**src/rtl/fetch_controller.sv**
```systemverilog
// fetch_controller: PC owner and one-entry fetch slot to decode; optional perf counters via FETCH_PERF_CNT_EN
module fetch_controller #(
  parameter int DATA_W    = 32,
  parameter int ADDR_W    = 32,
  parameter int MEM_DEPTH = 32,
  parameter int RESET_PC  = 0
) (
  input  logic              clk,
  input  logic              rst_n,
  output logic [ADDR_W-1:0] imem_addr,
  input  logic [DATA_W-1:0] imem_data,
  output logic              if_valid,
  output logic [DATA_W-1:0] if_instr,
  output logic [ADDR_W-1:0] if_pc,
  input  logic              id_ready,
  input  logic              br_valid,
  input  logic [ADDR_W-1:0] br_target,
  input  logic              halt_req,
  input  logic              resume,
  output logic              fetch_halt
`ifdef FETCH_PERF_CNT_EN
  ,
  output logic [31:0]       perf_fetched,
  output logic [31:0]       perf_stall
`endif
);
  localparam logic [ADDR_W-1:0] MASK   = ADDR_W'(MEM_DEPTH - 1);
  localparam logic [ADDR_W-1:0] RST_PC = ADDR_W'(RESET_PC) & MASK;
  typedef enum logic [1:0] {BOOT, RUN, HALT} state_t;
  state_t state, state_nx;
  logic [ADDR_W-1:0] pc;
  logic free, redirect, capture;
  assign free      = !if_valid | id_ready;
  assign redirect  = br_valid & (state != BOOT);
  assign capture   = (state == RUN) & !br_valid & !halt_req & free;
  assign imem_addr = pc;
  assign fetch_halt = state == HALT;
  always_ff @(posedge clk or negedge rst_n)
    if (!rst_n) state <= BOOT;
    else        state <= state_nx;
  // redirect outranks both halting and resuming
  always_comb begin
    state_nx = state;
    if (state == BOOT) state_nx = RUN;
    else if (state == RUN && !br_valid && halt_req && free) state_nx = HALT;
    else if (state == HALT && !br_valid && resume && !halt_req) state_nx = RUN;
  end
  always_ff @(posedge clk or negedge rst_n)
    if (!rst_n) begin
      pc       <= RST_PC;
      if_valid <= 1'b0;
      if_instr <= '0;
      if_pc    <= '0;
    end else if (redirect) begin
      pc       <= br_target & MASK;
      if_valid <= 1'b0;
    end else if (capture) begin
      if_instr <= imem_data;
      if_pc    <= pc;
      if_valid <= 1'b1;
      pc       <= (pc + ADDR_W'(1)) & MASK;
    end else if (state == RUN && halt_req && id_ready) begin
      if_valid <= 1'b0;
    end
`ifdef FETCH_PERF_CNT_EN
  always_ff @(posedge clk or negedge rst_n)
    if (!rst_n) begin
      perf_fetched <= '0;
      perf_stall   <= '0;
    end else if (state == RUN) begin
      if (if_valid && id_ready && !(&perf_fetched)) perf_fetched <= perf_fetched + 32'd1;
      if (if_valid && !id_ready && !(&perf_stall)) perf_stall <= perf_stall + 32'd1;
    end
`endif
endmodule

```
**config.mk**
```make
export PLATFORM = sky130hd
export DESIGN_NAME = fetch_controller
export DESIGN_NICKNAME = d
export VERILOG_FILES = /design/src/rtl/fetch_controller.sv
export SDC_FILE = /design/constraint.sdc
export NUM_CORES = 1
export LEC_CHECK = 0
export ABC_CLOCK_PERIOD_IN_PS = 1500
export BUFFER_PORTS_ARGS = -buffer_cell sky130_fd_sc_hd__clkbuf_2
export CAP_MARGIN = 30
export CELL_PAD_IN_SITES_DETAIL_PLACEMENT = 1
export CELL_PAD_IN_SITES_GLOBAL_PLACEMENT = 1
export CORE_ASPECT_RATIO = 0.7
export CORE_MARGIN = 4
export CORE_UTILIZATION = 26
export CTS_BUF_LIST = sky130_fd_sc_hd__clkbuf_4 sky130_fd_sc_hd__clkbuf_8
export CTS_CLUSTER_DIAMETER = 30
export DETAILED_ROUTE_END_ITERATION = 6
export PLACE_DENSITY = 0.88
export SLEW_MARGIN = 5
export SYNTH_ARGS = -nofsm -noshare
export SYNTH_HDL_FRONTEND = slang
export SYNTH_SLANG_ARGS = --single-unit
export TNS_END_PERCENT = 100
```
**constraint.sdc**
```tcl
create_clock -name clk -period 1.5 [get_ports clk]
set_clock_uncertainty 0.2 [all_clocks]
set_input_delay 0.45 -clock clk [delete_from_list [all_inputs] [get_ports clk]]
set_output_delay 0.45 -clock clk [all_outputs]
set_load 0.02 [all_outputs]
```
==> flow_metrics.py <==
metrics = {
    "clock_network": {
        "cts-root-buf": "clkbuf_8",
        "cts.clk_slew.worst_paths_ns": 0.09,
        "clk_path_buf_depth": 2,
        "cts_buffers": 5,
        "clkSinkCount": 45,
        "clk_latency_ns": 0.29,
        "cts_tree": "done",
        "h-tree-depth": 2,
    },
    "yosys": {
        "ys_ff_latch": 45,
        "synth_warnings": 0,
        "syn_avg_cell_area_sq_um": 8.71,
        "synth_flop_cell": "dfrtp_1",
        "async_reset_ff_share_pct": 100,
        "syn_inst": 264,
        "synth.distinct_cells": 30,
        "ys_seq_area_share_pct": 49.0,
        "synth_edf_count": 0,
        "synth_area_sq_um": 2300,
    },
    "placed_design": {
        "place_ws_ns": -0.125,
        "dp_hpwl_microns": 5070,
        "portBuffers": 86,
        "placed_cell_area_sq_um": 2820,
        "place_congestion": 0.823,
    },
    "critical_path": {
        "startpoint_type": "flip-flop",
        "crit_arrival_ns": 1.05,
        "crit_fanout": 2,
        "worstSetupPathType": "reg2out",
        "worstPathRequired_ns": 0.85,
        "cp-end-kind": "output pin",
    },
    "finish": {
        "seq_area_sq_um": 1130,
        "design_area_sq_um": 3970,
        "fillers": 1003,
        "drive_above_1_share_pct": 54.6,
        "num_antenna_cells": 0,
        "syn2layout_area_growth_pct": 72.6,
        "finalCoreUtilization_pct": 46.4,
        "multiInputGateArea_sq_um": 1160,
        "fin_nets": 482,
    },
    "sta": {
        "setup_viol": 55,
        "finalCriticalPeriod_ns": 1.70,
        "rsz0062_at_grt": "true",
        "setup_slack_ns": -0.201,
        "hold_violations": 0,
        "drv_slew": 0,
        "fmax_mhz": 588,
        "fin_crit_sh_pct": 113,
    },
    "route": {
        "routed_via_density": 4.05,
        "drt-total-wl_microns": 8460,
        "detail_route.wl_per_cell_microns": 15.9,
        "vias": 2154,
        "dr.pass1.iters": 4,
        "antenna_left": 0,
        "drc": 0,
        "initialDrtViolationCount": 80,
    },
    "status": {
        "status": "complete, but fails checks",
        "violations": "negative setup slack",
    },
    "grt": {
        "met2_usage_pct": 25.9,
        "grt_busiest_layer": "met2",
        "antenna_found_initial": 0,
        "grtUsageMet3_pct": 2.74,
        "grt_pass1_vias": 2241,
        "met1_usage_pct": 15.3,
        "grt_start_max_net_pins": 46,
        "gr-total-overflow": 0,
        "grt_usage_pct": 13.6,
        "grt_first_pass_wirelength_microns": 11400,
    },
    "floorplan": {
        "io_pins": 168,
        "dieHeight_microns": 86.7,
        "die-width_microns": 120,
        "core_sq_um": 8550,
        "start_util_pct": 26.9,
        "dieArea_sq_um": 10400,
        "rows": 28,
    },
    "min_path": {
        "worstHoldPathType": "in2reg",
    },
    "job": {
        "max-cap-violations": 0,
    },
    "pwr": {
        "irDropWorstVdd_v": 0.000765,
        "p_per_area_nw_per_um2": 1730,
        "static-leakage-power_nw": 2.20,
    },
}
[metrics by stage]
step | hold WS (ns) | setup TNS [ns] | cells | total power, mW
5_1_grt | 0.145 | -8.80 | 532 | 7.25
4_1_cts | 0.131 | -4.50 | 514 | 5.91
6_report | 0.149 | -4.82 | 532 | 6.85
3_5_place_dp | 0.265 | -3.83 | 478 | 4.21
3_3_place_gp | 0.251 | -2.25 | 478 | 4.09
2_1_floorplan | -0.0456 | 0 | 317 | 3.38
[placed cells by master, fill, tap and decap left out, types with 6 or more instances in the layout]
master / n
buf_6: 35
nand2_4: 16
nand3_1: 6
clkbuf_8: 18
nand2_1: 60
nand2_2: 37
clkbuf_2: 42
buf_12: 7
buf_4: 48
conb_1: 54
dfrtp_1: 42
[worst max-delay path, cell delays in order, from the launching register on]
cell and delay [ns]:
dfrtp_1 0.41, nor2b_2 0.18, clkbuf_8 0.17
[power by group]
group          total [mW]  internal (mW)  switching (mW)  leakage [nW]
sequential           2.11           1.71           0.396         0.563
combinational        3.66           1.89            1.77          1.57
clock                1.09          0.662           0.425        0.0681
total                6.85           4.26            2.59          2.20
[flip-flops by register name (all words and copies together), names as in the netlist]
| signal | count |
|---|---|
| if_instr | 32 |
| state | 2 |
| imem_addr | 5 |
| if_valid | 1 |
| if_pc | 5 |
[path summary, 6_finish.rpt]
path	from	endpoint	slack (ns)	cells after the start
worst min register to register	if_instr[14]	if_instr[14]	0.30	2
worst min-delay path	imem_data[2]	if_instr[2]	0.15	3
max in group asynchronous	rst_n	imem_addr[2]	0.37	3
worst max-delay path	state[0]	fetch_halt	-0.20	2
min in group asynchronous	rst_n	if_instr[30]	0.50	3
worst max register to register	state[0]	imem_addr[2]	-0.14	6
[Yosys cell counts, types with 2 or more instances]
cell type	number	area, sq um
buf_2	4	20.0
inv_1	2	7.51
nand2b_1	3	18.8
nand2_1	113	424
a31oi_1	2	12.5
nand3_1	7	35.0
a21oi_1	2	10.0
o211ai_1	2	15.0
dfrtp_1	45	1130
o21ai_0	6	30.0
nor2b_1	2	12.5
or3_1	2	12.5
a32oi_1	2	17.5
clkbuf_1	3	11.3
buf_4	54	405
[routing by layer]
layer / up-vias / share of wire (%) / wire, microns
met1: 1069 / 36 / 3030
met4: 0 / 0.80 / 68
met3: 4 / 4.6 / 385
li1: 1018 / - / -
met2: 63 / 59 / 4970
met5: - / 0 / 0
[cell families (layout without fill, tap and decap cells)]
family / count (synthesis) / in the layout / synth area share [%]
compound gates: 17 / 17 / 4.68
mux: 1 / 1 / 0.436
flops: 45 / 45 / 49.0
buf+inv: 65 / 160 / 20.5
other cells: 1 / 54 / 0.163
simple gates: 134 / 134 / 24.7
fa+ha+maj: 1 / 1 / 0.544
[cell type report]
cell class / count / area share (%)
clock buffer: 5 / 1.73
multi-input combinational: 207 / 29.3
clock inverter: 3 / 1.64
timing repair buffer: 150 / 34.9
sequential: 45 / 28.5
inverter: 2 / 0.189
tap: 120 / 3.78
[repair_timing]
action / CTS / global route
setup buffers: 26 / 17
resized for setup: 39 / 170
hold endpoints to repair: 45 / 0
hold buffers: 1 / 0
pin swaps: 6 / 49
gates cloned: 1 / 3
endpoints found under the setup margin: 83 / 86
(Power assumes the default switching activity.)
